## config.mk

```make
export PLATFORM = sky130hd
export DESIGN_NAME = plic_claim_ctrl_flat
export DESIGN_NICKNAME = d
export VERILOG_FILES = /design/src/rtl/plic_claim_ctrl_if.sv /design/src/rtl/plic_claim_ctrl.sv /design/src/flat_wrapper.sv
export SDC_FILE = /design/constraint.sdc
export NUM_CORES = 1
export LEC_CHECK = 0
export CAP_MARGIN = 0
export CORE_ASPECT_RATIO = 0.5
export CORE_UTILIZATION = 48
export CTS_BUF_LIST = sky130_fd_sc_hd__clkbuf_8
export CTS_CLUSTER_SIZE = 40
export DETAILED_ROUTE_END_ITERATION = 12
export PLACE_DENSITY = 0.91
export SLEW_MARGIN = 40
export SYNTH_ARGS = -nofsm -noshare
export SYNTH_HDL_FRONTEND = slang
export SYNTH_SLANG_ARGS = --single-unit
```

## constraint.sdc

```tcl
create_clock -name clk_i -period 2.5 [get_ports clk_i]
set_clock_uncertainty 0.15 [all_clocks]
set_input_delay 0.375 -clock clk_i [delete_from_list [all_inputs] [get_ports clk_i]]
set_output_delay 0.375 -clock clk_i [all_outputs]
set_load 0.1 [all_outputs]
```

## src/rtl/plic_claim_ctrl_if.sv

```systemverilog
// Claim/complete bus between the PLIC target logic and plic_claim_ctrl.
// The master side is the priority tree plus the target register file;
// the slave side is plic_claim_ctrl itself.

`ifndef PLIC_PRIO_WIDTH
`define PLIC_PRIO_WIDTH 3
`endif
`ifndef PLIC_IRQ_WIDTH
`define PLIC_IRQ_WIDTH 6
`endif

interface plic_claim_ctrl_if;
   logic [`PLIC_PRIO_WIDTH-1:0] prio_i;
   logic [`PLIC_IRQ_WIDTH-1:0]  id_i;
   logic [`PLIC_PRIO_WIDTH-1:0] th_i;
   logic                        claim_i;
   logic                        complete_i;
   logic [`PLIC_IRQ_WIDTH-1:0]  complete_id_i;
   logic                        irq_o;
   logic [`PLIC_IRQ_WIDTH-1:0]  claim_id_o;
   logic                        gw_claim_o;
   logic                        gw_cpl_o;
   logic [`PLIC_IRQ_WIDTH-1:0]  gw_id_o;
   logic                        busy_o;
   logic                        cpl_err_o;
   logic                        tmo_o;

   modport master (
      output prio_i, id_i, th_i, claim_i, complete_i, complete_id_i,
      input  irq_o, claim_id_o, gw_claim_o, gw_cpl_o, gw_id_o, busy_o,
             cpl_err_o, tmo_o
   );

   modport slave (
      input  prio_i, id_i, th_i, claim_i, complete_i, complete_id_i,
      output irq_o, claim_id_o, gw_claim_o, gw_cpl_o, gw_id_o, busy_o,
             cpl_err_o, tmo_o
   );
endinterface

```

## src/rtl/plic_claim_ctrl.sv

```systemverilog
// PLIC per-target claim/complete controller.
// Tracks a single outstanding claim, raises irq_o to the hart when the
// best pending source beats the threshold, and pulses the gateway on
// claim and on completion.
// Optional feature: define PLIC_CLAIM_TMO_EN to release a claim that is
// never completed after TMO_CYCLES cycles in CLAIMED.
//
//   state   | meaning
//   --------+-----------------------------------------------
//   IDLE    | no outstanding claim, irq_o may assert
//   CLAIMED | hart holds claimed_q, waiting for its complete

`ifndef PLIC_PRIO_WIDTH
`define PLIC_PRIO_WIDTH 3
`endif
`ifndef PLIC_IRQ_WIDTH
`define PLIC_IRQ_WIDTH 6
`endif

module plic_claim_ctrl #(
   parameter int unsigned TMO_CYCLES = 1024
) (
   input  logic               clk_i,
   input  logic               rst_n_i,
   plic_claim_ctrl_if.slave   bus
);

   localparam logic [0:0] ST_IDLE    = 1'b0;
   localparam logic [0:0] ST_CLAIMED = 1'b1;

   logic [0:0]                  state_q;
   logic [0:0]                  state_d;
   logic [`PLIC_PRIO_WIDTH-1:0] prio_q;
   logic [`PLIC_IRQ_WIDTH-1:0]  id_q;
   logic [`PLIC_IRQ_WIDTH-1:0]  claimed_q;

   logic eligible;
   logic cpl_match;
   logic take_claim;
   logic do_cpl;
   logic err_d;
   logic tmo_d;

   assign eligible  = (prio_q > bus.th_i) && (id_q != '0);
   assign cpl_match = bus.complete_i && (bus.complete_id_i == claimed_q);

`ifdef PLIC_CLAIM_TMO_EN
   localparam int unsigned     CNT_W    = (TMO_CYCLES > 2) ? $clog2(TMO_CYCLES) : 1;
   localparam logic [CNT_W-1:0] TMO_LAST = CNT_W'(TMO_CYCLES - 1);

   logic [CNT_W-1:0] tmo_cnt_q;
   logic             tmo_q;
   logic             tmo_hit;

   assign tmo_hit   = (tmo_cnt_q == TMO_LAST);
   assign bus.tmo_o = tmo_q;

   // Age of the outstanding claim; restarts on every new claim.
   always_ff @(posedge clk_i or negedge rst_n_i) begin
      if (!rst_n_i) begin
         tmo_cnt_q <= '0;
         tmo_q     <= 1'b0;
      end else begin
         tmo_q <= tmo_d;
         if (take_claim)
            tmo_cnt_q <= '0;
         else if (state_q == ST_CLAIMED)
            tmo_cnt_q <= tmo_cnt_q + 1'b1;
      end
   end
`else
   logic unused_tmo;
   logic tmo_hit;

   // TMO_CYCLES is only meaningful with the timeout built in.
   assign unused_tmo = ^TMO_CYCLES;
   assign tmo_hit    = 1'b0;
   assign bus.tmo_o  = 1'b0;
`endif

   // Next-state and pulse decisions from the registered request.
   always_comb begin
      state_d    = state_q;
      take_claim = 1'b0;
      do_cpl     = 1'b0;
      err_d      = 1'b0;
      tmo_d      = 1'b0;
      if (state_q == ST_IDLE) begin
         if (bus.claim_i && eligible) begin
            take_claim = 1'b1;
            state_d    = ST_CLAIMED;
         end
         if (bus.complete_i)
            err_d = 1'b1;
      end else begin
         if (cpl_match) begin
            do_cpl  = 1'b1;
            state_d = ST_IDLE;
         end else begin
            if (bus.complete_i)
               err_d = 1'b1;
            // A valid complete on the terminal cycle wins over the timeout.
            if (tmo_hit) begin
               do_cpl  = 1'b1;
               tmo_d   = 1'b1;
               state_d = ST_IDLE;
            end
         end
      end
   end

   // Input pipeline, FSM state and all registered outputs.
   always_ff @(posedge clk_i or negedge rst_n_i) begin
      if (!rst_n_i) begin
         state_q        <= ST_IDLE;
         prio_q         <= '0;
         id_q           <= '0;
         claimed_q      <= '0;
         bus.claim_id_o <= '0;
         bus.gw_id_o    <= '0;
         bus.irq_o      <= 1'b0;
         bus.gw_claim_o <= 1'b0;
         bus.gw_cpl_o   <= 1'b0;
         bus.busy_o     <= 1'b0;
         bus.cpl_err_o  <= 1'b0;
      end else begin
         state_q        <= state_d;
         prio_q         <= bus.prio_i;
         id_q           <= bus.id_i;
         bus.irq_o      <= eligible && (state_d == ST_IDLE);
         bus.busy_o     <= (state_d == ST_CLAIMED);
         bus.gw_claim_o <= take_claim;
         bus.gw_cpl_o   <= do_cpl;
         bus.cpl_err_o  <= err_d;
         // Claim read data is sticky; a refused claim reads back zero.
         if (bus.claim_i)
            bus.claim_id_o <= take_claim ? id_q : '0;
         if (take_claim) begin
            claimed_q   <= id_q;
            bus.gw_id_o <= id_q;
         end else if (do_cpl) begin
            bus.gw_id_o <= claimed_q;
         end
      end
   end

endmodule

```

## src/flat_wrapper.sv

```systemverilog
// flat-port wrapper written by rule: the top's interface ports become plain ports
module plic_claim_ctrl_flat 
#(
   parameter int unsigned TMO_CYCLES = 1024
)
  (clk_i, rst_n_i, bus_prio_i, bus_id_i, bus_th_i, bus_claim_i, bus_complete_i, bus_complete_id_i, bus_irq_o, bus_claim_id_o, bus_gw_claim_o, bus_gw_cpl_o, bus_gw_id_o, bus_busy_o, bus_cpl_err_o, bus_tmo_o);
  plic_claim_ctrl_if bus_i ();
  input  logic clk_i;
  input  logic rst_n_i;
  input wire logic [$bits(bus_i.prio_i)-1:0] bus_prio_i;
  input wire logic [$bits(bus_i.id_i)-1:0] bus_id_i;
  input wire logic [$bits(bus_i.th_i)-1:0] bus_th_i;
  input wire logic [$bits(bus_i.claim_i)-1:0] bus_claim_i;
  input wire logic [$bits(bus_i.complete_i)-1:0] bus_complete_i;
  input wire logic [$bits(bus_i.complete_id_i)-1:0] bus_complete_id_i;
  output wire logic [$bits(bus_i.irq_o)-1:0] bus_irq_o;
  output wire logic [$bits(bus_i.claim_id_o)-1:0] bus_claim_id_o;
  output wire logic [$bits(bus_i.gw_claim_o)-1:0] bus_gw_claim_o;
  output wire logic [$bits(bus_i.gw_cpl_o)-1:0] bus_gw_cpl_o;
  output wire logic [$bits(bus_i.gw_id_o)-1:0] bus_gw_id_o;
  output wire logic [$bits(bus_i.busy_o)-1:0] bus_busy_o;
  output wire logic [$bits(bus_i.cpl_err_o)-1:0] bus_cpl_err_o;
  output wire logic [$bits(bus_i.tmo_o)-1:0] bus_tmo_o;
  assign bus_i.prio_i = bus_prio_i;
  assign bus_i.id_i = bus_id_i;
  assign bus_i.th_i = bus_th_i;
  assign bus_i.claim_i = bus_claim_i;
  assign bus_i.complete_i = bus_complete_i;
  assign bus_i.complete_id_i = bus_complete_id_i;
  assign bus_irq_o = bus_i.irq_o;
  assign bus_claim_id_o = bus_i.claim_id_o;
  assign bus_gw_claim_o = bus_i.gw_claim_o;
  assign bus_gw_cpl_o = bus_i.gw_cpl_o;
  assign bus_gw_id_o = bus_i.gw_id_o;
  assign bus_busy_o = bus_i.busy_o;
  assign bus_cpl_err_o = bus_i.cpl_err_o;
  assign bus_tmo_o = bus_i.tmo_o;
  plic_claim_ctrl #(.TMO_CYCLES(TMO_CYCLES)) u_core (.clk_i(clk_i), .rst_n_i(rst_n_i), .bus(bus_i));
endmodule
```

## Word-level counts from Yosys, hierarchy flattened

Index checks and enable logic that the tools add are counted.

| storage, ports and cells | value |
|---|---|
| bits in registers | 32 |
| input bits | 22 |
| output and inout bits | 18 |
| logic and storage cells | 31 |

| operators by class | value |
|---|---|
| order comparisons | 1 |
| equal/unequal tests | 1 |
| muxes and demuxes | 12 |
| bitwise operators | 1 |
| reduce and logical (&&, ||, !) cells | 6 |

Operator list:

| operator | count |
|---|---|
| 6-bit 2-to-1 mux | 3 |
| 1-bit 2-to-1 mux | 9 |
| 6-bit == test | 1 |
| 6-bit nonzero test | 1 |
| 1-bit logical AND | 4 |
| 3-bit > comparator | 1 |
| 2-bit nonzero test | 1 |
| 1-bit inverter | 1 |

## Longest topological paths before layout

Gate-level depths: netlist of the first run.

| depth | value |
|---|---|
| word-level depth | 7 |
| mapped depth | 7 |
| mapped depth without buffers | 7 |

## Worst setup path before layout of the first run

OpenSTA, ideal clock, no wires.

| timing path | value |
|---|---|
| path kind | register -> register |
| from | reg u_core.bus.busy_o (netlist name) |
| to | reg u_core.claimed_q[1] |
| setup time | 0.125 ns |
| data arrival time | 1.979 ns |
| required time | 2.225 ns |
| slack | 0.246 ns |
| cell stages (with the launch flop) | 6 |
| path buffers | 1 |
| clock period less this slack | 2.254 ns |
| cells stage by stage | dfrtp_1 nand2b_1 a211o_4 a21o_4 buf_6 mux2_4 |

RTL lines:

| item | RTL line | source |
|---|---|---|
| to (signal assigned) | plic_claim_ctrl.sv:139 | `claimed_q <= id_q;` |
| to (decl) | plic_claim_ctrl.sv:35 | `` logic [`PLIC_IRQ_WIDTH-1:0] claimed_q; `` |

## Final worst setup path of the first run

| timing path | value |
|---|---|
| from | in bus_th_i[2] |
| to | reg u_core.bus.gw_id_o[0] |

| between the ends | value |
|---|---|
| longest elaborated chain between the ends | 6 |
| elaborated cells between the ends (all ways) | 7 |
| classes of those cells | order compare (1); mux (3); reduce/logical (3) |

Ends and longest elaborated chain:

| item | RTL line | source |
|---|---|---|
| from (decl) | flat_wrapper.sv:12 | `input wire logic [$bits(bus_i.th_i)-1:0] bus_th_i;` |
| 3-bit > comparator * | plic_claim_ctrl.sv:44 | `assign eligible = (prio_q > bus.th_i) && (id_q != '0);` |
| 1-bit logical AND * | plic_claim_ctrl.sv:44 |  |
| 1-bit logical AND * | plic_claim_ctrl.sv:89 | `if (bus.claim_i && eligible) begin` |
| 1-bit 2-to-1 mux * | plic_claim_ctrl.sv:89 |  |
| 1-bit 2-to-1 mux * | plic_claim_ctrl.sv:88 | `if (state_q == ST_IDLE) begin` |
| 6-bit 2-to-1 mux / 2-bit nonzero test (equally long branches) | -- |  |
| to (signal assigned) | plic_claim_ctrl.sv:140 | `bus.gw_id_o <= id_q;` |
| to (signal assigned) | plic_claim_ctrl.sv:142 | `bus.gw_id_o <= claimed_q;` |
| to (decl) | plic_claim_ctrl_if.sv:36 | `output irq_o, claim_id_o, gw_claim_o, gw_cpl_o, gw_id_o, busy_o,` |

Mark *: on every way between the ends. The rest lies on a longest branch, timed or not.
A chain may end at the register's enable or synchronous reset.

==> results of run 1 <==
==> layout by cell type, fill, tap and decap left out, drive strengths merged <==
cell type,n
and3,2
clkbuf,6
clkinv,2
o21ai,7
ha,3
and4,1
a21o,2
conb,1
clkdlybuf4s50,21
a21oi,1
buf,21
xnor2,6
nand2,1
nor2,2
and2,2
inv,7
nor4,1
a31oi,7
nand3,2
a211oi,6
mux2,6
nand2b,1
o22ai,1
nand4,7
a22o,6
dfrtp,32
a211o,1
nor2b,1
==> cell families (layout without fill, tap and decap cells) <==
kind of cell,after synthesis,in the layout
other cells,1,1
xor+xnor,6,6
flops,32,32
fa+ha+maj,3,3
simple gates,20,20
buf+inv,12,57
mux,6,6
compound gates,31,31
==> critical path, delay by kind of cell <==
family	cells	cell delay, ns
AO/OA/AOI/OAI	3	0.74
adder cells (fa/ha/maj)	1	0.31
buffers and inverters	3	0.66
AND/OR/NAND/NOR	1	0.21
==> layout make-up <==
cell class	count	area, µm²	area share
clock buffer	6	82.6	0.0445
clock inverter	2	10.0	0.00539
inverter	7	26.3	0.0142
multi-input combinational	67	522	0.281
sequential	32	801	0.432
tap	37	46.3	0.0249
timing repair buffer	42	368	0.198
==> how the worst max path moves through the flow <==
stage | startpoint | to | slack, ns | cells past startpoint
2_1_floorplan | u_core.bus.busy_o | u_core.claimed_q[1] | 0.25 | 5
3_3_place_gp | bus_th_i[2] | u_core.claimed_q[2] | 0.04 | 7
3_5_place_dp | bus_th_i[2] | u_core.bus.gw_id_o[0] | -0.07 | 8
4_1_cts | bus_th_i[2] | u_core.bus.gw_id_o[0] | 0.22 | 8
5_1_grt | bus_th_i[2] | u_core.bus.gw_id_o[0] | 0.14 | 8
6_report | bus_th_i[2] | u_core.bus.gw_id_o[0] | 0.21 | 8
==> sequential cells by signal, summed over array words and instances, names as in the netlist, 3 cells and up <==
register               flops
u_core.prio_q              3
u_core.id_q                6
u_core.claimed_q           6
u_core.bus.gw_id_o         6
u_core.bus.claim_id_o      6
==> through the flow <==
step / instance area, µm² / setup slack [ns]
after floorplan: 1380 / 0.246
after global placement: 1760 / 0.0367
after detailed placement: 1760 / -0.0734
after CTS: 1860 / 0.220
after global routing: 1860 / 0.139
final: 1860 / 0.209
==> where the power goes <==
part	internal (mW)	switching (mW)
registers	0.644	0.103
clock network	0.219	0.188
logic	0.286	0.734
total	1.15	1.03
==> layer usage <==
layer	vias to the layer above	global-route usage
li1	493	-
met1	488	0.262
met2	46	0.385
met3	13	0.0860
met4	0	0.165
met5	-	0
==> impl_metrics.sql, run 1 <==
INSERT INTO impl_metrics (metric_group, metric, value, unit) VALUES
('setup_path', 'timing_worst_setup_path_type', 'input pin to flop', ''),
('run_status', 'status', 'complete, no violations', ''),
('global_routing', 'global_route.overflow_total', '0', ''),
('route', 'detail_route.vias_per_cell', '5.39', ''),
('floorplan', 'die_area', '0.00310', 'mm²'),
('synthesis', 'synth_enable_flop_cells', '0', ''),
('timing', 'achievable-frequency', '436', 'MHz'),
('floorplan', 'die_width', '77.8', 'µm'),
('synthesis', 'synth.yosys.seq_area_share', '0.581', ''),
('setup_path', 'cp-start-kind', 'input pin', ''),
('global_routing', 'grt_pass1_vias', '1020', ''),
('synthesis', 'synthTopCellsByArea', 'dfrtp_1 58%, mux2_4 4.4%, a22o_1 3.8%, xnor2_1 3.8%, a211oi_1 3.3%', ''),
('place', 'place.detailed.instances', '185', ''),
('cts', 'sink_count', '32', ''),
('cts', 'cts_made_buffers', '5', ''),
('synthesis', 'syn-num-nets', '136', ''),
('route', 'route.detailed.wl_per_inst', '16.5', 'µm'),
('place', 'place_hpwl', '2.28', 'mm'),
('synthesis', 'synth_cell_types', '31', ''),
('power', 'power.static_leakage', '0.840', 'nW'),
('synthesis', 'yosysTopAreaCell', 'dfrtp_1', ''),
('cts', 'clock_tree.htree_level_count', '2', ''),
('synthesis', 'synth_mux_area_frac', '0.0599', ''),
('cts', 'postCtsSetupRepairBufs', '0', ''),
('synthesis', 'yosysTopAreaCellShare', '0.581', ''),
('timing', 'number_of_failing_setup_endpoints_in_the_final_timing_report', '0', ''),
('final_layout', 'post_route_cells_drive_above_1_share', '0.244', ''),
('floorplan', 'core_footprint', '0.00265', 'mm²'),
('floorplan', 'top_level_ports', '40', ''),
('final_layout', 'areaGrowthSynthToFinish', '34.6', '%'),
('setup_path', 'ff2ff_setup_slack', '0.44', 'ns'),
('synthesis', 'synthXorXnorAreaFrac', '0.0381', ''),
('timing', 'worst_pin_slew', '0.525', 'ns'),
('synthesis', 'synth_compound_gate_area_share', '0.165', ''),
('route', 'drt_iter0_drc', '57', ''),
('setup_path', 'r2r-end', 'u_core.bus.gw_id_o[0]', ''),
('setup_path', 'worst-r2r-cell-count', '6', ''),
('cts', 'clk_pin_slew_worst_paths', '0.06', 'ns'),
('setup_path', 'timing.rr.start', 'u_core.prio_q[2]', ''),
('synthesis', 'synth.cell_area', '0.00138', 'mm²'),
('setup_path', 'critical_path.slowest_cell', 'clkdlybuf4s50_1', ''),
('power', 'p_total', '2.17', 'mW'),
('timing', 'finalHoldViolations', '0', ''),
('final_layout', 'antennaDiodeCount', '0', ''),
('floorplan', 'floorplan.initialDensity', '0.520', ''),
('route', 'wirelength_met1', '1.30', 'mm'),
('global_routing', 'grt_antenna_before_repair', '0', ''),
('final_layout', 'n_fill_cell', '190', ''),
('timing', 'accumulated_negative_setup_slack', '0', 'ns'),
('place', 'finalWeightedCongestion', '0.845', ''),
('global_routing', 'grt.total_usage', '0.231', ''),
('setup_path', 'cp_cell_sequence', 'clkdlybuf4s50_1 -> inv_1 -> ha_1 -> and3_1 -> a211o_4 -> buf_4 -> a211oi_1 -> a31oi_1', ''),
('synthesis', 'synth_fa_ha_area_frac', '0.0272', ''),
('route', 'drt.antenna.violating_nets', '0', ''),
('route', 'post-route-drc-count', '0', ''),
('power', 'peak_supply_drop', '0.000793', 'V'),
('synthesis', 'count_of_mapped_cells_out_of_synthesis', '111', ''),
('synthesis', 'ys_ff_latch', '32', ''),
('synthesis', 'ranking_of_synthesized_cells_by_instance_count', '32 x dfrtp_1, 7 x a31oi_1, 7 x nand4_1', ''),
('synthesis', 'yosys_warnings', '0', ''),
('floorplan', 'die-height', '39.9', 'µm'),
('power', 'power.density', '1170', 'mW/mm²'),
('setup_path', 'worst_ep_required_time', '2.50', 'ns'),
('place', 'placement.io_buffers', '38', ''),
('setup_path', 'critical_path_data_arrival_time', '2.30', 'ns'),
('cts', 'cts_root_buffer', 'clkbuf_8', ''),
('worst_hold_path', 'hold_class', 'input pin to asynchronous set/reset pin', ''),
('timing', 'final_max_slew_viol_count', '0', ''),
('timing', 'timing.final.crit_period', '2.29', 'ns'),
('synthesis', 'simple_gate_share_of_the_synthesized_area', '0.0853', ''),
('setup_path', 'top_fanout_value_on_the_critical_path', '6', '');
No activity file was read; power rests on OpenSTA's default activity.
==> inputs of run 2 (changes only) <==
CTS_CLUSTER_DIAMETER = 60   (was unset)
==> results of run 2 <==
No change in the layout: final DEF, timing and power equal those of run 1.
